### config.mk
export PLATFORM = sky130hd
export DESIGN_NAME = multicycle_controller_flat
export DESIGN_NICKNAME = d
export VERILOG_FILES = /design/src/rtl/riscv_ctrl_pkg.sv /design/src/rtl/multicycle_controller_if.sv /design/src/rtl/alu_decoder.sv /design/src/rtl/multicycle_controller.sv /design/src/flat_wrapper.sv
export SDC_FILE = /design/constraint.sdc
export NUM_CORES = 1
export LEC_CHECK = 0
export BUFFER_PORTS_ARGS = -buffer_cell sky130_fd_sc_hd__buf_2
export CORE_MARGIN = 5
export CORE_UTILIZATION = 50
export CTS_CLUSTER_SIZE = 20
export DETAILED_ROUTE_END_ITERATION = 10
export HOLD_SLACK_MARGIN = 0.12
export PLACE_DENSITY = 0.83
export SKIP_CTS_REPAIR_TIMING = 1
export SLEW_MARGIN = 15
export SYNTH_ARGS = -nofsm -noshare
export SYNTH_HDL_FRONTEND = slang
export SYNTH_SLANG_ARGS = --single-unit
### constraint.sdc
create_clock -name clk -period 3.3 [get_ports clk]
set_input_delay 0.33 -clock clk [delete_from_list [all_inputs] [get_ports clk]]
set_output_delay 0.33 -clock clk [all_outputs]
set_load 0.02 [all_outputs]
### src/rtl/riscv_ctrl_pkg.sv
// Shared types and encodings for the multicycle RISC-V control unit.
// The ALU imports the alu_control encodings from here so both ends agree.
package riscv_ctrl_pkg;

  // Controller state machine states.
  typedef enum logic [3:0] {
    S_FETCH,
    S_DECODE,
    S_MEMADR,
    S_MEMREAD,
    S_MEMWB,
    S_MEMWRITE,
    S_EXECUTER,
    S_EXECUTEI,
    S_ALUWB,
    S_JAL,
    S_BEQ
  } ctrl_state_t;

  // Supported opcodes (instruction[6:0]).
  localparam logic [6:0] OP_LW    = 7'b0000011;
  localparam logic [6:0] OP_SW    = 7'b0100011;
  localparam logic [6:0] OP_RTYPE = 7'b0110011;
  localparam logic [6:0] OP_ITYPE = 7'b0010011;
  localparam logic [6:0] OP_JAL   = 7'b1101111;
  localparam logic [6:0] OP_BEQ   = 7'b1100011;

  // Coarse ALU request from the state machine to the ALU decoder.
  typedef enum logic [1:0] {
    ALU_OP_ADD   = 2'b00,
    ALU_OP_SUB   = 2'b01,
    ALU_OP_FUNCT = 2'b10
  } alu_op_t;

  // ALU control codes understood by the ALU.
  localparam logic [2:0] ALU_ADD = 3'b000;
  localparam logic [2:0] ALU_SUB = 3'b001;
  localparam logic [2:0] ALU_AND = 3'b010;
  localparam logic [2:0] ALU_OR  = 3'b011;
  localparam logic [2:0] ALU_SLT = 3'b101;

  // Mux select encodings.
  localparam logic [1:0] RES_ALUOUT    = 2'b00;
  localparam logic [1:0] RES_DATA      = 2'b01;
  localparam logic [1:0] RES_ALURESULT = 2'b10;
  localparam logic [1:0] SRCA_PC       = 2'b00;
  localparam logic [1:0] SRCA_OLDPC    = 2'b01;
  localparam logic [1:0] SRCA_RS1      = 2'b10;
  localparam logic [1:0] SRCB_RS2      = 2'b00;
  localparam logic [1:0] SRCB_IMM      = 2'b01;
  localparam logic [1:0] SRCB_FOUR     = 2'b10;

  // Immediate format encodings.
  localparam logic [1:0] IMM_I = 2'b00;
  localparam logic [1:0] IMM_S = 2'b01;
  localparam logic [1:0] IMM_B = 2'b10;
  localparam logic [1:0] IMM_J = 2'b11;

  // Moore outputs of one state, kept together so they can be registered as a unit.
  typedef struct packed {
    logic       pc_update;
    logic       branch;
    logic       adr_src;
    logic       mem_write;
    logic       ir_write;
    logic       reg_write;
    logic [1:0] result_src;
    logic [1:0] alu_src_a;
    logic [1:0] alu_src_b;
    alu_op_t    alu_op;
  } ctrl_out_t;

  // Moore output table: everything not named for a state stays 0 / add.
  function automatic ctrl_out_t state_outputs(ctrl_state_t st);
    ctrl_out_t o;
    o = '0;
    o.alu_op = ALU_OP_ADD;
    case (st)
      S_FETCH: begin
        o.ir_write   = 1'b1;
        o.pc_update  = 1'b1;
        o.alu_src_a  = SRCA_PC;
        o.alu_src_b  = SRCB_FOUR;
        o.result_src = RES_ALURESULT;
      end
      S_DECODE: begin
        // Precompute the branch target as OldPC + imm.
        o.alu_src_a = SRCA_OLDPC;
        o.alu_src_b = SRCB_IMM;
      end
      S_MEMADR: begin
        o.alu_src_a = SRCA_RS1;
        o.alu_src_b = SRCB_IMM;
      end
      S_MEMREAD: begin
        o.adr_src    = 1'b1;
        o.result_src = RES_ALUOUT;
      end
      S_MEMWB: begin
        o.result_src = RES_DATA;
        o.reg_write  = 1'b1;
      end
      S_MEMWRITE: begin
        o.adr_src    = 1'b1;
        o.result_src = RES_ALUOUT;
        o.mem_write  = 1'b1;
      end
      S_EXECUTER: begin
        o.alu_src_a = SRCA_RS1;
        o.alu_src_b = SRCB_RS2;
        o.alu_op    = ALU_OP_FUNCT;
      end
      S_EXECUTEI: begin
        o.alu_src_a = SRCA_RS1;
        o.alu_src_b = SRCB_IMM;
        o.alu_op    = ALU_OP_FUNCT;
      end
      S_ALUWB: begin
        o.result_src = RES_ALUOUT;
        o.reg_write  = 1'b1;
      end
      S_JAL: begin
        // Link value OldPC + 4; the PC takes the target computed in DECODE.
        o.alu_src_a  = SRCA_OLDPC;
        o.alu_src_b  = SRCB_FOUR;
        o.result_src = RES_ALUOUT;
        o.pc_update  = 1'b1;
      end
      S_BEQ: begin
        o.alu_src_a  = SRCA_RS1;
        o.alu_src_b  = SRCB_RS2;
        o.alu_op     = ALU_OP_SUB;
        o.result_src = RES_ALUOUT;
        o.branch     = 1'b1;
      end
      default: o = '0;
    endcase
    return o;
  endfunction

endpackage

### src/rtl/multicycle_controller_if.sv
// Control bundle between the controller and the multicycle datapath:
// decoded instruction fields and the ALU flag in, enables and selects out.
interface multicycle_controller_if;
  import riscv_ctrl_pkg::*;

  logic [6:0] op;
  logic [2:0] funct3;
  logic       funct7b5;
  logic       zero;

  logic       pc_write;
  logic       adr_src;
  logic       mem_write;
  logic       ir_write;
  logic       reg_write;
  logic [1:0] result_src;
  logic [1:0] alu_src_a;
  logic [1:0] alu_src_b;
  logic [1:0] imm_src;
  logic [2:0] alu_control;
  logic       illegal_instr;

  // Controller side.
  modport master (
    input  op, funct3, funct7b5, zero,
    output pc_write, adr_src, mem_write, ir_write, reg_write,
           result_src, alu_src_a, alu_src_b, imm_src, alu_control,
           illegal_instr
  );

  // Datapath side.
  modport slave (
    output op, funct3, funct7b5, zero,
    input  pc_write, adr_src, mem_write, ir_write, reg_write,
           result_src, alu_src_a, alu_src_b, imm_src, alu_control,
           illegal_instr
  );

endinterface

### src/rtl/alu_decoder.sv
// ALU decoder: turns the state machine's coarse alu_op plus funct fields
// into the 3-bit ALU control code. Purely combinational.
module alu_decoder
  import riscv_ctrl_pkg::*;
(
  input  alu_op_t    alu_op,
  input  logic [2:0] funct3,
  input  logic       funct7b5,
  input  logic       op5,
  output logic [2:0] alu_control
);

  // Select the ALU operation; unknown funct3 quietly falls back to add.
  always_comb begin
    // NOTE: default first so every path assigns alu_control and no latch is inferred.
    alu_control = ALU_ADD;
    case (alu_op)
      ALU_OP_ADD: alu_control = ALU_ADD;
      ALU_OP_SUB: alu_control = ALU_SUB;
      ALU_OP_FUNCT: begin
        case (funct3)
          // Only R-type (op[5] = 1) can encode sub; addi ignores bit 30.
          3'b000:  alu_control = (funct7b5 && op5) ? ALU_SUB : ALU_ADD;
          3'b010:  alu_control = ALU_SLT;
          3'b110:  alu_control = ALU_OR;
          3'b111:  alu_control = ALU_AND;
          default: alu_control = ALU_ADD;
        endcase
      end
      default: alu_control = ALU_ADD;
    endcase
  end

endmodule

### src/rtl/multicycle_controller.sv
// Multicycle RISC-V control unit: state register, next-state logic,
// registered Moore output decode, immediate-format decode and ALU decoder.
module multicycle_controller
  import riscv_ctrl_pkg::*;
(
  input  logic                    clk,
  input  logic                    rst_n,
  multicycle_controller_if.master bus
);

  ctrl_state_t state;
  ctrl_state_t state_next;
  ctrl_out_t   ctrl_q;
  ctrl_out_t   ctrl_eff;
  logic        legal_op;
  logic [2:0]  alu_control;

  // Classify the opcode as one the datapath can execute.
  always_comb begin
    legal_op = 1'b0;
    case (bus.op)
      OP_LW, OP_SW, OP_RTYPE, OP_ITYPE, OP_JAL, OP_BEQ: legal_op = 1'b1;
      default:                                          legal_op = 1'b0;
    endcase
  end

  // Next-state logic; op only matters in DECODE and MEMADR.
  always_comb begin
    state_next = S_FETCH;
    case (state)
      S_FETCH: state_next = S_DECODE;
      S_DECODE: begin
        case (bus.op)
          OP_LW, OP_SW: state_next = S_MEMADR;
          OP_RTYPE:     state_next = S_EXECUTER;
          OP_ITYPE:     state_next = S_EXECUTEI;
          OP_JAL:       state_next = S_JAL;
          OP_BEQ:       state_next = S_BEQ;
          default:      state_next = S_FETCH;
        endcase
      end
      S_MEMADR:   state_next = (bus.op == OP_LW) ? S_MEMREAD : S_MEMWRITE;
      S_MEMREAD:  state_next = S_MEMWB;
      S_MEMWB:    state_next = S_FETCH;
      S_MEMWRITE: state_next = S_FETCH;
      S_EXECUTER: state_next = S_ALUWB;
      S_EXECUTEI: state_next = S_ALUWB;
      S_JAL:      state_next = S_ALUWB;
      S_ALUWB:    state_next = S_FETCH;
      S_BEQ:      state_next = S_FETCH;
      default:    state_next = S_FETCH;
    endcase
  end

  // State register plus the Moore outputs of the state being entered, so the
  // outputs come straight from flops rather than a decode after the state flops.
  always_ff @(posedge clk) begin
    // NOTE: non-blocking assignments so state and ctrl_q both sample pre-edge values.
    if (!rst_n) begin
      state  <= S_FETCH;
      ctrl_q <= state_outputs(S_FETCH);
    end else begin
      state  <= state_next;
      ctrl_q <= state_outputs(state_next);
    end
  end

  // While reset is held, selects look like FETCH and every enable is blocked,
  // so an abandoned instruction can never issue a partial write.
  assign ctrl_eff = rst_n ? ctrl_q : state_outputs(S_FETCH);

  assign bus.pc_write      = rst_n & (ctrl_eff.pc_update | (ctrl_eff.branch & bus.zero));
  assign bus.ir_write      = rst_n & ctrl_eff.ir_write;
  assign bus.mem_write     = rst_n & ctrl_eff.mem_write;
  assign bus.reg_write     = rst_n & ctrl_eff.reg_write;
  assign bus.adr_src       = ctrl_eff.adr_src;
  assign bus.result_src    = ctrl_eff.result_src;
  assign bus.alu_src_a     = ctrl_eff.alu_src_a;
  assign bus.alu_src_b     = ctrl_eff.alu_src_b;
  assign bus.illegal_instr = rst_n & (state == S_DECODE) & ~legal_op;

  // Immediate format depends on the opcode alone.
  always_comb begin
    bus.imm_src = IMM_I;
    case (bus.op)
      OP_LW, OP_ITYPE: bus.imm_src = IMM_I;
      OP_SW:           bus.imm_src = IMM_S;
      OP_BEQ:          bus.imm_src = IMM_B;
      OP_JAL:          bus.imm_src = IMM_J;
      default:         bus.imm_src = IMM_I;
    endcase
  end

  alu_decoder u_alu_decoder (
    .alu_op      (ctrl_eff.alu_op),
    .funct3      (bus.funct3),
    .funct7b5    (bus.funct7b5),
    .op5         (bus.op[5]),
    .alu_control (alu_control)
  );

  assign bus.alu_control = alu_control;

endmodule

### src/flat_wrapper.sv
// flat-port wrapper written by rule: the top's interface ports become plain ports
module multicycle_controller_flat import riscv_ctrl_pkg::*;
  (clk, rst_n, bus_op, bus_funct3, bus_funct7b5, bus_zero, bus_pc_write, bus_adr_src, bus_mem_write, bus_ir_write, bus_reg_write, bus_result_src, bus_alu_src_a, bus_alu_src_b, bus_imm_src, bus_alu_control, bus_illegal_instr);
  multicycle_controller_if bus_i ();
  input  logic clk;
  input  logic rst_n;
  input wire logic [$bits(bus_i.op)-1:0] bus_op;
  input wire logic [$bits(bus_i.funct3)-1:0] bus_funct3;
  input wire logic [$bits(bus_i.funct7b5)-1:0] bus_funct7b5;
  input wire logic [$bits(bus_i.zero)-1:0] bus_zero;
  output wire logic [$bits(bus_i.pc_write)-1:0] bus_pc_write;
  output wire logic [$bits(bus_i.adr_src)-1:0] bus_adr_src;
  output wire logic [$bits(bus_i.mem_write)-1:0] bus_mem_write;
  output wire logic [$bits(bus_i.ir_write)-1:0] bus_ir_write;
  output wire logic [$bits(bus_i.reg_write)-1:0] bus_reg_write;
  output wire logic [$bits(bus_i.result_src)-1:0] bus_result_src;
  output wire logic [$bits(bus_i.alu_src_a)-1:0] bus_alu_src_a;
  output wire logic [$bits(bus_i.alu_src_b)-1:0] bus_alu_src_b;
  output wire logic [$bits(bus_i.imm_src)-1:0] bus_imm_src;
  output wire logic [$bits(bus_i.alu_control)-1:0] bus_alu_control;
  output wire logic [$bits(bus_i.illegal_instr)-1:0] bus_illegal_instr;
  assign bus_i.op = bus_op;
  assign bus_i.funct3 = bus_funct3;
  assign bus_i.funct7b5 = bus_funct7b5;
  assign bus_i.zero = bus_zero;
  assign bus_pc_write = bus_i.pc_write;
  assign bus_adr_src = bus_i.adr_src;
  assign bus_mem_write = bus_i.mem_write;
  assign bus_ir_write = bus_i.ir_write;
  assign bus_reg_write = bus_i.reg_write;
  assign bus_result_src = bus_i.result_src;
  assign bus_alu_src_a = bus_i.alu_src_a;
  assign bus_alu_src_b = bus_i.alu_src_b;
  assign bus_imm_src = bus_i.imm_src;
  assign bus_alu_control = bus_i.alu_control;
  assign bus_illegal_instr = bus_i.illegal_instr;
  multicycle_controller u_core (.clk(clk), .rst_n(rst_n), .bus(bus_i));
endmodule
# Yosys cells after proc, flatten, opt, wreduce, memory -nomap -nowiden
# Cells that the tools add are included.
[classes]
bitwise_logic = 9
eq_ne = 27
n_reduce_logical = 13
mux = 18
[op_table]
columns = ["op", "n"]
rows = [
  ["case mux 4 bit (5 select lines)", 3],
  ["equality test 4 x 3 -> 1 bit (second input constant)", 6],
  ["equality test 4 x 2 -> 1 bit (second input constant)", 4],
  ["equality test 4 bit (second input constant)", 4],
  ["equality test 7 x 6 -> 1 bit (second input constant)", 2],
  ["equality test 7 bit (second input constant)", 2],
  ["two-way mux 14 bit", 1],
  ["OR reduction 2 bit", 7],
  ["case mux 3 bit (4 select lines)", 1],
  ["equality test 4 x 1 -> 1 bit (second input constant)", 2],
  ["logical NOT 4 bit", 2],
  ["two-way mux 1 bit", 8],
  ["case mux 2 bit (2 select lines)", 2],
  ["AND 1 bit", 7],
  ["equality test 7 x 2 -> 1 bit (second input constant)", 1],
  ["equality test 7 x 5 -> 1 bit (second input constant)", 1],
  ["equality test 3 bit (second input constant)", 2],
  ["case mux 2 bit (3 select lines)", 1],
  ["case mux 3 bit (2 select lines)", 1],
  ["OR reduction 6 bit", 1],
  ["equality test 3 x 2 -> 1 bit (second input constant)", 1],
  ["logical NOT 3 bit", 1],
  ["two-way mux 3 bit", 1],
  ["OR reduction 3 bit", 1],
  ["5 further kinds", 5],
]
[totals]
output_inout_bits = 17
register_bits = 18

# Longest topological paths before layout
[logic_depth]
ltp_word = 7
mapped_depth = 8

# Hierarchy
# Synthesis repeated with hierarchy kept, for this count alone.
[hier_totals]
cells_unflattened = 114
hier_area_um2 = 983.4
[modules_own_cells]
columns = ["mod", "seq_area_each_um2", "instances", "cells_per_inst", "area_per_inst_um2"]
rows = [
  ["multicycle_controller", 340.3, 1, 103, 887.1],
  ["alu_decoder", 0.0, 1, 11, 96.3],
]

# Worst setup path before layout
# Ideal clock, no wire load.
[synth_timing]
path_type = "input port to output port"
from = "input port rst_n"
to = "output port bus_alu_control[2]"
setup_slack_ns = 1.072
required_time_ns = 2.970
n_path_buf = 2
arrival_time_ns = 1.898
cell_stages = 5
path_cell_list = "clkbuf_1 clkbuf_1 nand2_1 ha_1 nor4_1"
[synth_between]
elab_chain_cells = 3
elab_cells_between_ends = 4
classes_between = "eq/ne (2); mux (2)"
[synth_lines]
columns = ["element", "line", "text"]
rows = [
  ["start: declaration", "flat_wrapper.sv:6", "input logic rst_n;"],
  ["two-way mux 14 bit (*)", "multicycle_controller.sv:70", "assign ctrl_eff = rst_n ? ctrl_q : state_outputs(S_FETCH);"],
  ["equality test 2 bit or equality test 2 x 1 -> 1 bit (tied branches)", "alu_decoder.sv:17", "case (alu_op)"],
  ["case mux 3 bit (2 select lines) (*)", "alu_decoder.sv:17", ""],
  ["end: declaration", "flat_wrapper.sv:20", "output wire logic [$bits(bus_i.alu_control)-1:0] bus_alu_control;"],
]
# Mark *: on every way between the ends. The rest lies on a longest branch, timed or not.

# Worst setup path after layout
[layout_timing]
from = "register u_core.state[0]"
to = "output port bus_illegal_instr"
[layout_between]
elab_chain_cells = 3
[layout_lines]
columns = ["element", "line", "text"]
rows = [
  ["start: declaration", "multicycle_controller.sv:11", "ctrl_state_t state;"],
  ["start signal: assignment", "multicycle_controller.sv:63", "state <= state_next;"],
  ["equality test 4 x 1 -> 1 bit", "multicycle_controller.sv:80", "assign bus.illegal_instr = rst_n & (state == S_DECODE) & ~legal_op;"],
  ["AND 1 bit (2 in a row)", "multicycle_controller.sv:80", ""],
  ["end: declaration", "flat_wrapper.sv:21", "output wire logic [$bits(bus_i.illegal_instr)-1:0] bus_illegal_instr;"],
]
# No other way between the ends.

==> flow_summary.html <==
<table>
<tr><th>Metric</th><th>Value</th></tr>
<tr><th colspan="2">Outcome</th></tr>
<tr><td>Status</td><td>finished clean</td></tr>
<tr><th colspan="2">Floorplan</th></tr>
<tr><td>Die Span Y</td><td>54.2 µm</td></tr>
<tr><td>Number of cell rows</td><td>16</td></tr>
<tr><td>Die area</td><td>2930 µm²</td></tr>
<tr><td>Number of placed I/O pins</td><td>31</td></tr>
<tr><td>Total core area</td><td>about 1900 µm²</td></tr>
<tr><td>Starting density of the core</td><td>51.3%</td></tr>
<tr><td>Die X-Extent</td><td>around 54 µm</td></tr>
<tr><th colspan="2">Detailed routing</th></tr>
<tr><td>Count of nets left with antenna violations after detail routing</td><td>0</td></tr>
<tr><td>Drt drc</td><td>0</td></tr>
<tr><td>Detailed-routing iteration count for the pre-antenna-repair pass</td><td>4</td></tr>
<tr><td>Initial DRC Count</td><td>28</td></tr>
<tr><td>Met3 Routed Length</td><td>128 µm</td></tr>
<tr><td>Sum of met2 wire segment lengths after detailed routing</td><td>1120 µm</td></tr>
<tr><td>Vias post-DR</td><td>between 900 and 1000</td></tr>
<tr><td>Wirelength, routed</td><td>2150 µm</td></tr>
<tr><td>Top layer in use</td><td>met3</td></tr>
<tr><td>Wire per inst</td><td>12.3 µm</td></tr>
<tr><td>DRT met1 WL</td><td>895 µm</td></tr>
<tr><td>Vias per inst</td><td>between 5 and 6</td></tr>
<tr><th colspan="2">Global routing</th></tr>
<tr><td>Overflow after GRT</td><td>0</td></tr>
<tr><td>Largest net degree at the start of global routing</td><td>21</td></tr>
<tr><td>Global-route wire length before repair</td><td>3270 µm</td></tr>
<tr><td>Total routing usage reported by global routing</td><td>between 10 and 15%</td></tr>
<tr><td>Number of antenna violations at the first check in global routing</td><td>0</td></tr>
<tr><td>Vias in the first global route</td><td>804</td></tr>
<tr><th colspan="2">Synth</th></tr>
<tr><td>Top cells by area, synth</td><td>sky130_fd_sc_hd__dfxtp_1 (35%), sky130_fd_sc_hd__and2_1 (5.1%), sky130_fd_sc_hd__nor2_1 (4.6%)</td></tr>
<tr><td>Primary FF master, synth</td><td>sky130_fd_sc_hd__dfxtp_1</td></tr>
<tr><td>Ys async rst share</td><td>0%</td></tr>
<tr><td>Sequential cell area fraction in the yosys report</td><td>34.9%</td></tr>
<tr><td>Top cell type's share of synthesized area</td><td>34.9%</td></tr>
<tr><td>Count of flip-flops with a built-in enable after synthesis</td><td>0</td></tr>
<tr><td>Post-synthesis cell count</td><td>approximately 120</td></tr>
<tr><td>Syn_area_per_cell</td><td>8.26 µm²</td></tr>
<tr><td>Most frequent cell after synthesis</td><td>sky130_fd_sc_hd__dfxtp_1</td></tr>
<tr><td>Library cells used by synthesis</td><td>39</td></tr>
<tr><td>Mapped Area</td><td>975 µm²</td></tr>
<tr><td>Warnings, synthesis</td><td>0</td></tr>
<tr><td>Synth cell count leaders</td><td>sky130_fd_sc_hd__dfxtp_1 (17), sky130_fd_sc_hd__nor2_1 (12), sky130_fd_sc_hd__and2_1 (8), sky130_fd_sc_hd__inv_1 (8), sky130_fd_sc_hd__nand2_1 (8)</td></tr>
<tr><td>Library cell occupying the most area in the post-synthesis netlist</td><td>sky130_fd_sc_hd__dfxtp_1</td></tr>
<tr><td>Total nets after synthesis</td><td>134</td></tr>
<tr><td>FF+latch count, synth</td><td>17</td></tr>
<tr><th colspan="2">Setup path</th></tr>
<tr><td>Required time of the worst setup path</td><td>2.97 ns</td></tr>
<tr><td>Worst Path Max Fanout</td><td>8</td></tr>
<tr><td>Crit path launch type</td><td>register</td></tr>
<tr><td>Capturing element type of the critical path</td><td>output pin</td></tr>
<tr><td>Critical setup path kind</td><td>register to output pin</td></tr>
<tr><td>Arrival @ worst endpoint</td><td>1.85 ns</td></tr>
<tr><th colspan="2">CTS</th></tr>
<tr><td>Total clock sinks</td><td>17</td></tr>
<tr><td>Clk_lat worst skew</td><td>0.28 ns</td></tr>
<tr><td>Total number of H-tree levels</td><td>1</td></tr>
<tr><td>Buffer depth of the longest clock path</td><td>2</td></tr>
<tr><td>Inserted Clock Buffers</td><td>3</td></tr>
<tr><td>CTS tree</td><td>built</td></tr>
<tr><td>Clock transition at path regs</td><td>0.09 ns</td></tr>
<tr><td>Clock root cell</td><td>sky130_fd_sc_hd__clkbuf_4</td></tr>
<tr><th colspan="2">Timing</th></tr>
<tr><td>Sum of negative setup slack</td><td>0 ns</td></tr>
<tr><td>Skew final</td><td>0.00255 ns</td></tr>
<tr><td>Final setup violating endpoints</td><td>0</td></tr>
<tr><td>Max-slew violation count</td><td>0</td></tr>
<tr><td>Portion of the clock cycle consumed by the worst path in the final layout</td><td>66.1%</td></tr>
<tr><td>Fin. Hold Viols</td><td>0</td></tr>
<tr><td>F_max</td><td>between 400 and 500 MHz</td></tr>
<tr><td>Time the worst path needs with I/O delays and setup</td><td>2.18 ns</td></tr>
<tr><td>Least-Margin Pin Slew</td><td>0.500 ns</td></tr>
<tr><td>Normalized max-slew margin</td><td>66.4%</td></tr>
<tr><td>RSZ-0062 raised after global routing</td><td>false</td></tr>
<tr><th colspan="2">Power</th></tr>
<tr><td>Cell leakage power</td><td>0.512 nW</td></tr>
<tr><td>IR drop worst, VDD</td><td>0.361 mV</td></tr>
<tr><td>Power density over cell area</td><td>around 330 nW/µm²</td></tr>
<tr><th colspan="2">Placed design</th></tr>
<tr><td>Half-perimeter wire length after placement</td><td>1680 µm</td></tr>
<tr><td>Final weighted congestion in routability-driven placement</td><td>0.819</td></tr>
<tr><td>Placed inst area</td><td>about 1100 µm²</td></tr>
<tr><td>Input/output buffers</td><td>30</td></tr>
<tr><th colspan="2">Cells and area</th></tr>
<tr><td>Share of final-layout standard cells stronger than drive strength 1</td><td>30.4%</td></tr>
<tr><td>Area Overhead vs Synth</td><td>19.9%</td></tr>
<tr><td>Number of nets at the end of the flow</td><td>165</td></tr>
<tr><td>Number of diodes added for antenna fixing</td><td>0</td></tr>
<tr><td>Post-Layout Inst Area</td><td>1170 µm²</td></tr>
<tr><th colspan="2">Job</th></tr>
<tr><td>Number of max-capacitance violations reported</td><td>0</td></tr>
<tr><th colspan="2">Hold path</th></tr>
<tr><td>Path category of the worst min-delay check</td><td>primary input to register</td></tr>
</table>
path summary, 6_finish.rpt:
kind | start | end | slack (ns) | cells past startpoint
worst max register to register | u_core.state[0] | u_core.ctrl_q[2] | 1.42 | 5
worst min register to register | u_core.state[2] | u_core.state[2] | 0.72 | 2
worst max-delay path | u_core.state[0] | bus_illegal_instr | 1.12 | 4
worst min-delay path | rst_n | u_core.ctrl_q[7] | 0.37 | 2
state kept, by name, summed over array words and instances (netlist names):
signal         flops
u_core.ctrl_q     13
u_core.state       4
logic make-up (layout without fill, tap and decap cells):
kind of cell    Yosys count  after routing  share of synthesized area [%]
buf+inv                  12             42                           4.75
flops                    17             17                           34.9
xor+xnor                  1              1                          0.899
compound gates           22             22                           15.9
simple gates             64             64                           41.0
fa+ha+maj                 2              2                           2.57
layer usage:
metal,up-vias,GRT usage (%)
met2,29,26.5
met1,435,18.0
met4,0,1.24
li1,481,-
met5,-,0
met3,0,4.99
cell usage in the layout, fill, tap and decap left out, types with 3 or more instances in the layout:
cell and instances:
sky130_fd_sc_hd__a21oi_1 6, sky130_fd_sc_hd__and2_1 8, sky130_fd_sc_hd__buf_2 30, sky130_fd_sc_hd__clkbuf_4 3, sky130_fd_sc_hd__dfxtp_1 17, sky130_fd_sc_hd__inv_1 8
sky130_fd_sc_hd__nand2_1 8, sky130_fd_sc_hd__nand2b_1 3, sky130_fd_sc_hd__nand3_1 3, sky130_fd_sc_hd__nor2_1 12, sky130_fd_sc_hd__nor3_1 7, sky130_fd_sc_hd__nor3b_1 5
sky130_fd_sc_hd__nor4_1 3, sky130_fd_sc_hd__or2_2 3
critical path, stage by stage, from the launching register on:
cell and delay (ns):
sky130_fd_sc_hd__dfxtp_1 0.47, sky130_fd_sc_hd__or4b_4 0.53, sky130_fd_sc_hd__or2_2 0.31, sky130_fd_sc_hd__nor2_1 0.10
sky130_fd_sc_hd__buf_2 0.16
stage by stage:
step	utilization [%]	cells	worst slack [ns]	power, mW	hold WS (ns)
after floorplan	-	118	1.07	0.261	0.490
after global placement	60.1	171	1.44	0.282	0.669
after detailed placement	60.1	171	1.39	0.284	0.666
after CTS	61.4	175	1.11	0.386	0.370
after global routing	61.4	175	0.990	0.405	0.374
final	61.4	175	1.12	0.383	0.375
final cells by class:
cell class	instances	area (µm²)
Fill cell	179	733
Inverter	8	30.0
Multi-Input combinational cell	89	588
Tap cell	27	33.8
Clock buffer	4	26.3
Sequential cell	17	340
Timing Repair Buffer	30	150
power breakdown:
group | switching [mW] | internal [mW]
Clock | 0.0566 | 0.0469
Combinational | 0.0384 | 0.0264
Sequential | 0.00340 | 0.211
Total | 0.0984 | 0.285
Note: power is estimated with default switching activity, not from simulation.
